--- src/rtl/fetch_sequencer.sv ---
// Multi-cycle fetch controller: owns the PC, fetches over a req/ack handshake,
// holds each instruction for decode in EXEC and resolves the next PC.
module fetch_sequencer #(
    parameter logic [63:0] RESET_PC = 64'h0,
    parameter int          TIMEOUT  = 16
) (
    input  logic        CLK,
    input  logic        Reset_L,
    output logic        ImemReq,
    output logic [63:0] ImemAddr,
    input  logic        ImemAck,
    input  logic [31:0] ImemData,
    output logic [31:0] Instr,
    output logic        InstrValid,
    input  logic        Stall,
    input  logic        Halt,
    input  logic        Branch,
    input  logic        ALUZero,
    input  logic        Uncondbranch,
    input  logic [63:0] SignExtImm64,
    output logic [63:0] CurrentPC,
    output logic [63:0] RetireCount,
    output logic        FetchErr
);

    localparam int            TW        = $clog2(TIMEOUT) + 1;
    localparam logic [TW-1:0] TIMER_MAX = TW'(TIMEOUT - 1);

    typedef enum logic [2:0] {
        S_IDLE,
        S_FETCH,
        S_EXEC,
        S_HALTED,
        S_ERROR
    } state_t;

    state_t        r_state;
    logic [TW-1:0] r_timer;
    logic [63:0]   r_pc;
    logic [63:0]   r_retire;
    logic [31:0]   r_instr;
    logic          r_imem_req;
    logic          r_instr_valid;
    logic          r_fetch_err;

    logic          w_take;
    logic [63:0]   w_offset;
    logic [63:0]   w_target;

    // Unconditional and taken-conditional share one adder; the shift drops the top two bits.
    assign w_take   = Uncondbranch | (Branch & ALUZero);
    assign w_offset = SignExtImm64 << 2;
    assign w_target = r_pc + (w_take ? w_offset : 64'd4);

    always_ff @(posedge CLK or negedge Reset_L) begin
        if (!Reset_L) begin
            r_state       <= S_IDLE;
            r_timer       <= '0;
            r_pc          <= RESET_PC;
            r_retire      <= 64'd0;
            r_instr       <= 32'd0;
            r_imem_req    <= 1'b0;
            r_instr_valid <= 1'b0;
            r_fetch_err   <= 1'b0;
        end else begin
            case (r_state)
                S_IDLE: begin
                    r_state    <= S_FETCH;
                    r_imem_req <= 1'b1;
                end
                S_FETCH: begin
                    // An ack in the final wait cycle still beats the timeout.
                    if (ImemAck) begin
                        r_instr       <= ImemData;
                        r_timer       <= '0;
                        r_state       <= S_EXEC;
                        r_imem_req    <= 1'b0;
                        r_instr_valid <= 1'b1;
                    end else if (r_timer == TIMER_MAX) begin
                        r_state     <= S_ERROR;
                        r_imem_req  <= 1'b0;
                        r_fetch_err <= 1'b1;
                    end else begin
                        r_timer <= r_timer + 1'b1;
                    end
                end
                S_EXEC: begin
                    if (Stall) begin
                        r_state <= S_EXEC;
                    end else if (Halt) begin
                        r_retire      <= r_retire + 64'd1;
                        r_state       <= S_HALTED;
                        r_instr_valid <= 1'b0;
                    end else begin
                        r_pc          <= w_target;
                        r_retire      <= r_retire + 64'd1;
                        r_state       <= S_FETCH;
                        r_instr_valid <= 1'b0;
                        r_imem_req    <= 1'b1;
                    end
                end
                S_HALTED: r_state <= S_HALTED;
                S_ERROR:  r_state <= S_ERROR;
                default: begin
                    r_state       <= S_ERROR;
                    r_imem_req    <= 1'b0;
                    r_instr_valid <= 1'b0;
                    r_fetch_err   <= 1'b1;
                end
            endcase
        end
    end

    assign ImemReq     = r_imem_req;
    assign ImemAddr    = r_pc;
    assign CurrentPC   = r_pc;
    assign Instr       = r_instr;
    assign InstrValid  = r_instr_valid;
    assign RetireCount = r_retire;
    assign FetchErr    = r_fetch_err;

endmodule

--- config.mk ---
export PLATFORM = sky130hd
export DESIGN_NAME = fetch_sequencer
export DESIGN_NICKNAME = d
export VERILOG_FILES = /design/src/rtl/fetch_sequencer.sv
export SDC_FILE = /design/constraint.sdc
export NUM_CORES = 1
export LEC_CHECK = 0
export ABC_AREA = 1
export BUFFER_PORTS_ARGS = -buffer_cell sky130_fd_sc_hd__buf_4
export CELL_PAD_IN_SITES_DETAIL_PLACEMENT = 1
export CELL_PAD_IN_SITES_GLOBAL_PLACEMENT = 2
export CORE_ASPECT_RATIO = 0.9
export CORE_MARGIN = 10
export CORE_UTILIZATION = 29
export CTS_BUF_LIST = sky130_fd_sc_hd__clkbuf_8
export CTS_CLUSTER_DIAMETER = 60
export DETAILED_ROUTE_END_ITERATION = 10
export PLACE_DENSITY = 0.89
export SYNTH_ARGS = -nofsm -noshare
export SYNTH_HDL_FRONTEND = slang
export SYNTH_SLANG_ARGS = --single-unit
--- constraint.sdc ---
create_clock -name CLK -period 2.26 [get_ports CLK]
set_input_delay 0 -clock CLK [delete_from_list [all_inputs] [get_ports CLK]]
set_output_delay 0 -clock CLK [all_outputs]
set_load 0.01 [all_outputs]
==> summary by stage, run 1 <==
Run status
The flow ran to the end, and the final reports show no timing, DRC or antenna violations.

Yosys
Counting every instance in the synthesized netlist gives roughly 2300. During synthesis, Yosys emitted a total of 0 warnings. After synthesis, the cell types taking the most area are sky130_fd_sc_hd__dfrtp_1 30%, sky130_fd_sc_hd__nand2_1 23%, sky130_fd_sc_hd__inv_1 11%, sky130_fd_sc_hd__nor2_1 5.8%, sky130_fd_sc_hd__ha_1 5.7%.

After synthesis, the most frequently instantiated cells are 861 x sky130_fd_sc_hd__nand2_1, 425 x sky130_fd_sc_hd__inv_1, 218 x sky130_fd_sc_hd__nor2_1, 169 x sky130_fd_sc_hd__dfrtp_1, 107 x sky130_fd_sc_hd__nand3_1. After synthesis the netlist holds a flip-flop and latch count of around 170. The predominant post-synthesis flop cell is sky130_fd_sc_hd__dfrtp_1. The synthesized netlist occupies a cell area of ~14000 um^2. The cell with the most instances after synthesis is sky130_fd_sc_hd__nand2_1. Each instance of the synthesized netlist takes up on average 6.21 um^2. The number of synthesized flops with an enable pin is 0. The fraction of synthesized cell area taken by the top area cell type is 30.0%. The proportion of register bits with asynchronous set or reset after synthesis is between 90% and 100%. The synthesized netlist contains 44 unique library cells. The post-synthesis cell type with the largest combined area is sky130_fd_sc_hd__dfrtp_1. After synthesis, flip-flops and latches occupy between 20% and 30% of the total area.

STA
In this run the tightest slew margin relative to its limit is 66.7%. The number of max-slew violations in the final report is 0. After routing, the total negative slack on setup checks comes to 0 ns.

At the pin with the least slew margin, the transition time is 0.495 ns. The final-report hold violation count came to 0. The routed design could run at a clock period as short as around 2.2 ns. Timing would allow up to 457 MHz.

The worst path meets setup with a little over 0.07 ns of slack. The worst clock skew is 0.0204 ns. Setup repair after global routing could not meet its margin everywhere. The final critical path takes up 96.8% of the cycle. The tightest hold path in the finished design has a slack of approximately 0.072 ns. Setup violations remaining at the end of the flow were counted as 0.

Clock network
The clock reaches the later pin of the worst-skew pair after roughly 0.58 ns. The H-tree was split into 4 levels. The clock edge transition at the registers on the reported setup and hold paths is 0.11 ns. The count of clock tree sinks is 169.

The number of buffers created by CTS is 17. The tree is rooted in a sky130_fd_sc_hd__clkbuf_8. The clock tree from TritonCTS is done. The longest clock path from root to sink contains 2 buffers.

Setup path
The slowest stage of the critical path is the sky130_fd_sc_hd__dfrtp_1 cell. The critical path's largest stage delay is between 0.4 and 0.5 ns. The beginning of the critical path is CurrentPC[27]. The cell family contributing the most delay on the critical path is simple AND/OR/NAND/NOR gates. The reg-to-reg setup timing slack is 0.07 ns. The worst setup path is captured at a flop. The required time of the critical path is approximately 2.7 ns. The dominant cell type by count on the critical path is sky130_fd_sc_hd__nand2_1. The worst setup path is of the reg2reg kind. The highest fanout seen on the critical path is 4. The critical path goes through ha_1 > nand2_1 > nor2_1 > inv_1 > nor2_2 > inv_1 > o21bai_2 > buf_4 > inv_1 > nand2_1 > nand2_1 > nand3_1 > nand2_1.

For the worst setup path, the data arrival time is between 2 and 3 ns. The sum of buffers and inverters on the critical path is 4. The startpoint type of the worst setup path is a flop.

The launch point of the worst reg-to-reg path is CurrentPC[27].

Finish
The share of final-layout standard cells stronger than drive strength 1 is ~28%. The cell area after layout is between 20000 and 25000 um^2. The final core utilization is about two fifths.

From synthesis to final layout, the design area changed by 42.8%. The layout net count is about 3000. The finished layout holds approximately 3400 standard cells, fillers aside.

Floorplanning
Once the floorplan was initialized, standard cells occupied between 20% and 30% of the core. The total I/O pin count is between 300 and 400. The floorplan has between 70 and 80 rows.

The die is around 230 um tall. The horizontal die dimension is 253 um. The core region is approximately 48000 um^2.

The die covers a little under 60000 um^2.

Drt
The length of the first detailed-routing pass in iterations is 5. After the first detailed-routing iteration, the DRC count stood at 660. The post-detailed-route DRC marker count is 0. Dividing the detail-routed via count by the number of cells gives roughly 4.6.

The final layout contains routed wiring with a total length of 62.0 mm. Once detail routing completed, the nets flagged for antenna violations numbered 0. The routed layout has ~16000 vias. After detailed routing, the average wire length per cell comes to approximately 18 um.

Placed design
The count of buffers from port buffering is around 320. The placement-stage worst setup slack is -0.485 ns. Summed over all nets, the half-perimeter wirelength after detailed placement is 49.8 mm. The number of cells after detailed placement is roughly 3300. The instance area at placement is about 18000 um^2. The global placement routability congestion is 0.946.

Global route
The number of antenna violations at the first check in global routing is 6. The via count of the first global-routing pass came to about 17000. In the global route stage, overall resource usage came out at 21.1%.

Entering global routing, the biggest net connects between 70 and 80 pins. The first global-routing pass estimated 95.3 mm of wire. The leftover overflow at the end of global routing is 0.

Flow run
Max-cap violations in this run came to 0.

Power and ir drop
In this run the static leakage power is 11.4 nW. Power spread over the standard cell area amounts to ~960 nW/um^2. Power comes to between 15 and 20 mW. VDD sags by at most 0.000548 V.

Min path
The worst hold path belongs to the class in2reg. The startpoint of the lowest-slack hold path is SignExtImm64[12].
-- path summary, 6_finish.rpt --
check | endpoint | cells past startpoint
max | CurrentPC[34] | 13
min | CurrentPC[14] | 6
max reg2reg | CurrentPC[34] | 13
min reg2reg | Instr[14] | 2
max in group asynchronous | r_state[2] | 4
min in group asynchronous | CurrentPC[17] | 4
-- cell families (layout without fill, tap and decap cells) --
group           Yosys count  count (layout)  share of synthesized area [%]
xor+xnor                 85              85                           5.28
flops                   169             169                           30.0
simple gates           1330            1330                           39.5
buf+inv                 521            1050                           15.6
fa+ha+maj                65              65                           5.82
other cells               1               5                         0.0266
compound gates          100             100                           3.76
-- where the power goes --
| part | internal, mW | switching, mW | total (mW) |
|---|---|---|---|
| Sequential | 3.91 | 0.892 | 4.81 |
| Combinational | 5.59 | 6.46 | 12.0 |
| Clock | 0.930 | 1.53 | 2.46 |
-- worst register-to-register path, delay by kind of cell (launching register included) --
| kind | cells | cell delay [ns] |
|---|---|---|
| simple gates | 7 | 0.70 |
| buf+inv | 4 | 0.41 |
| fa+ha+maj | 1 | 0.35 |
| compound gates | 1 | 0.21 |
| flops | 1 | 0.42 |
-- per-layer routing --
metal  GRT usage (%)  vias to the layer above  routed length [um]
met3            5.80                       73                3570
met2            35.3                      340               29700
met5               0                        -                  79
li1                -                     7810                   -
met1            25.9                     7664               27400
met4            6.02                       10                1250
-- sequential cells by signal (all words and copies together) (netlist names) --
signal / flops
Instr: 32
RetireCount: 64
r_state: 3
r_timer: 5
FetchErr: 1
ImemReq: 1
InstrValid: 1
CurrentPC: 62
-- timing repair --
item / in CTS / in global routing
hold buffers: 46 / 0
setup endpoints to repair: 20 / 48
gates resized for setup: 26 / 146
pin swaps: 0 / 12
endpoints found under the hold margin: 265 / 0
buffers inserted: 0 / 6
-- cell type report --
type                       instances  area, um^2
timing repair buffer             588        4630
fill                            6187       27900
clock inverter                    15         181
sequential                       169        4230
antenna                            1        2.50
inverter                         430        1610
clock buffer                      17         234
multi-input combinational       1584        8480
tap                              624         781
-- placed cells by master, fill, tap and decap left out, types with 4 or more instances in the layout --
cell type,count
sky130_fd_sc_hd__inv_1,424
sky130_fd_sc_hd__clkbuf_8,17
sky130_fd_sc_hd__nand2_1,820
sky130_fd_sc_hd__buf_12,6
sky130_fd_sc_hd__nor4_1,7
sky130_fd_sc_hd__nand2_4,6
sky130_fd_sc_hd__buf_4,534
sky130_fd_sc_hd__nand2_2,46
sky130_fd_sc_hd__nand3_1,95
sky130_fd_sc_hd__dfrtp_1,166
sky130_fd_sc_hd__a21oi_2,9
sky130_fd_sc_hd__o21bai_1,4
sky130_fd_sc_hd__xor2_1,46
sky130_fd_sc_hd__nor2_4,13
sky130_fd_sc_hd__inv_6,4
sky130_fd_sc_hd__o21ai_0,41
sky130_fd_sc_hd__clkinv_8,4
sky130_fd_sc_hd__nor3_1,34
sky130_fd_sc_hd__nor2_1,176
sky130_fd_sc_hd__a21oi_1,38
sky130_fd_sc_hd__nand3_2,11
sky130_fd_sc_hd__ha_2,9
sky130_fd_sc_hd__ha_1,27
sky130_fd_sc_hd__xnor2_1,39
sky130_fd_sc_hd__nand4_1,31
sky130_fd_sc_hd__nor2_2,48
sky130_fd_sc_hd__ha_4,28
sky130_fd_sc_hd__inv_2,5
sky130_fd_sc_hd__and2_1,5
sky130_fd_sc_hd__nand3b_1,13
sky130_fd_sc_hd__nor3_2,6
sky130_fd_sc_hd__dlygate4sd3_1,45
sky130_fd_sc_hd__conb_1,4
(Power assumes the default switching activity.)
==> run 2, diff against run 1 <==
--- a/config.mk
+++ b/config.mk
@@ -15,6 +15,7 @@
 export CTS_BUF_LIST = sky130_fd_sc_hd__clkbuf_8
 export CTS_CLUSTER_DIAMETER = 60
 export DETAILED_ROUTE_END_ITERATION = 10
+export MAX_ROUTING_LAYER = met4
 export PLACE_DENSITY = 0.89
 export SYNTH_ARGS = -nofsm -noshare
 export SYNTH_HDL_FRONTEND = slang
==> summary by stage, run 2 (synthesis results as in run 1) <==
Drt
The number of antenna-violating nets in the routed design is 0 (unchanged). The via count is 15900 (+0.26%). The length of the first detailed-routing pass in iterations is 5 (unchanged). The detailed-route wire length is 62.3 mm (+0.48%). The wire length on met2 is 30.0 mm (+0.92%). The detailed-route vias per instance is 4.63 (-0.11%). The post-detailed-route DRC marker count is 0 (unchanged). The routed metal-1 wire length came to 27.8 mm (+1.5%).

The routed length on met3 is 3.25 mm (-8.9%). The number of violations reported at the end of detailed-routing iteration 0 is 626 (-5.2%). The average wire per standard cell is 18.1 um (about the same).

The highest metal layer carrying signal wires in the routed design is met4.

Floorplanning
The total I/O pin count is 331 (unchanged). The die extent in y is 229 um (unchanged). The die area is 57900 um^2 (unchanged). The core footprint is 48000 um^2 (unchanged).

The number of placement rows was 76 (unchanged). The horizontal die dimension is 253 um (unchanged). The starting density of the core was 29.4% (unchanged).

Placed design
The number of cells after detailed placement is 3349 (+0.18%). The count of buffers from port buffering is 324 (unchanged). The half-perimeter wire length of the detailed placement result was 49.9 mm (+0.26%).

The global placement routability congestion is 0.941 (-0.49%).

STA
The worst clock skew was 0.0292 ns (+0.00882 ns). The final count of negative-setup-slack endpoints is 0 (unchanged). The slew of the pin with the lowest slew margin came to 0.565 ns (+0.0705 ns). The final-report hold violation count is 0 (unchanged). Setup repair after global routing could not meet its margin everywhere. The number of max-slew violations in the final report is 0 (unchanged). The normalized max-slew margin is 62.0% (-4.8 points). The timing-limited maximum frequency came to 462 MHz (+1.2%). The setup total negative slack came to 0 ns (unchanged). The clock period minus worst slack is 2.16 ns (-0.0257 ns).

The final-layout worst hold slack is 0.0619 ns (-0.0106 ns). The period utilization is 95.7% (-1.1 points).

Power and ir drop
The maximum vdd drop is 0.000671 V (+23%). The power per standard cell area is 966 nW/um^2 (+0.77%). The sum of internal, switching and leakage power is 19.6 mW (+1.6%). The reported leakage power is 11.4 nW (about the same).

Finish
The share of final-layout standard cells stronger than drive strength 1 is 28.3% (+0.63 points). The flip-flop count of the largest register, all copies and words added was 64 (unchanged). The final cell count without fillers was 3441 (+0.38%). The library cells used most frequently in the layout, excluding fill and tap cells, are 818 x sky130_fd_sc_hd__nand2_1, 538 x sky130_fd_sc_hd__buf_4, 423 x sky130_fd_sc_hd__inv_1. The final core utilization is 42.3% (+0.34 points). The library cell used most frequently in the layout, excluding fill and tap cells, is sky130_fd_sc_hd__nand2_1.

The layout net count came to 2964 (+0.17%). The area overhead of the layout relative to synthesis is 44.0%.

Global route
The all-layer global routing usage is 21.8% (+0.73 points). The leftover overflow at the end of global routing came to 0 (unchanged). The number of antenna violations at the first check in global routing was 8 (+2). The global-route wire length before repair is 96.0 mm (+0.76%).

The via count of the first global-routing pass is 17400 (+1.6%). The maximum number of pins on one net before global-route repair is 77 (unchanged).

Clock network
The count of clock tree sinks came to 169 (unchanged). The clock edge transition at the registers on the reported setup and hold paths is 0.13 ns (+0.02 ns). The tree is rooted in a sky130_fd_sc_hd__clkbuf_8. The clock latency on the worst-skew pair is 0.59 ns (about the same). The number of buffers created by CTS was 17 (unchanged). The H-tree depth is 4 (unchanged). The maximum number of buffers from clock root to sink is 2 (unchanged).

The clock tree from TritonCTS is done.

Setup path
The worst setup path is captured at a flop. The required time of the critical path is 2.73 ns (about the same). The path depth of the worst reg2reg path is 13 (unchanged). The arrival time of data at the critical path endpoint is 2.63 ns (-0.04 ns). The kind of critical path is reg2reg. STA classifies the critical path startpoint as a flop.

The highest fanout seen on the critical path is 4 (unchanged).

Flow run
The number of max-cap violations is 0 (unchanged).

Min path
The instance count along the most critical hold path came to 6 (unchanged). The worst min-delay path category is in2reg.

Run status
The flow ran to the end, and the final reports show no timing, DRC or antenna violations.
## run 2: where the power goes
group	switching, mW	internal, mW
clock	1.47	1.06
sequential	0.890	3.92
combinational	6.56	5.73
total	8.91	10.7
## run 2: cell type report
type / count / area [um^2]
Clock buffer: 18 / 248
Antenna cell: 9 / 22.5
Tap cell: 624 / 781
Timing Repair Buffer: 593 / 4670
Multi-Input combinational cell: 1584 / 8560
Inverter: 430 / 1620
Clock inverter: 14 / 184
Fill cell: 6221 / 27700
Sequential cell: 169 / 4230
## run 2: metrics by stage
stage / area [um^2] / worst slack (ns)
2_1_floorplan: 14100 / 0.0157
3_3_place_gp: 18500 / -0.496
3_5_place_dp: 18500 / -0.540
4_1_cts: 19500 / -0.0194
5_1_grt: 20300 / -0.0334
6_report: 20300 / 0.0970
## run 2: worst max-delay path, cell delays in order (launching register included)
cell	delay (ns)
sky130_fd_sc_hd__dfrtp_1	0.44
sky130_fd_sc_hd__ha_4	0.29
sky130_fd_sc_hd__buf_4	0.10
sky130_fd_sc_hd__nand2_2	0.07
sky130_fd_sc_hd__nor2_1	0.16
sky130_fd_sc_hd__inv_2	0.10
sky130_fd_sc_hd__nor2_4	0.14
sky130_fd_sc_hd__nand2_2	0.10
sky130_fd_sc_hd__nor3_4	0.19
sky130_fd_sc_hd__nand2_2	0.15
sky130_fd_sc_hd__nand2_1	0.11
sky130_fd_sc_hd__nand2_1	0.05
sky130_fd_sc_hd__nand3_1	0.08
sky130_fd_sc_hd__nand2_1	0.05
## run 2: routing by layer
layer,vias up,GRT usage (%)
met5,-,-
met4,0,5.94
met3,74,5.43
met2,321,36.1
met1,7717,25.9
li1,7827,-
## run 2: final timing paths
check                            startpoint       endpoint  slack (ns)
max                           CurrentPC[26]  CurrentPC[58]         0.1
min                        SignExtImm64[15]  CurrentPC[17]        0.06
max reg2reg                   CurrentPC[26]  CurrentPC[58]         0.1
min reg2reg                       Instr[10]      Instr[10]        0.48
max in group asynchronous           Reset_L     r_state[2]        1.29
min in group asynchronous           Reset_L  CurrentPC[39]        0.39
## run 2: timing repair
| action | in CTS | in global routing |
|---|---|---|
| cloned | 0 | 0 |
| setup buffers | 0 | 3 |
| gates resized for setup | 24 | 167 |
| setup endpoints to repair | 18 | 50 |
| hold endpoints to repair | 262 | 0 |
| hold buffers | 48 | 0 |
| pin swaps | 0 | 9 |
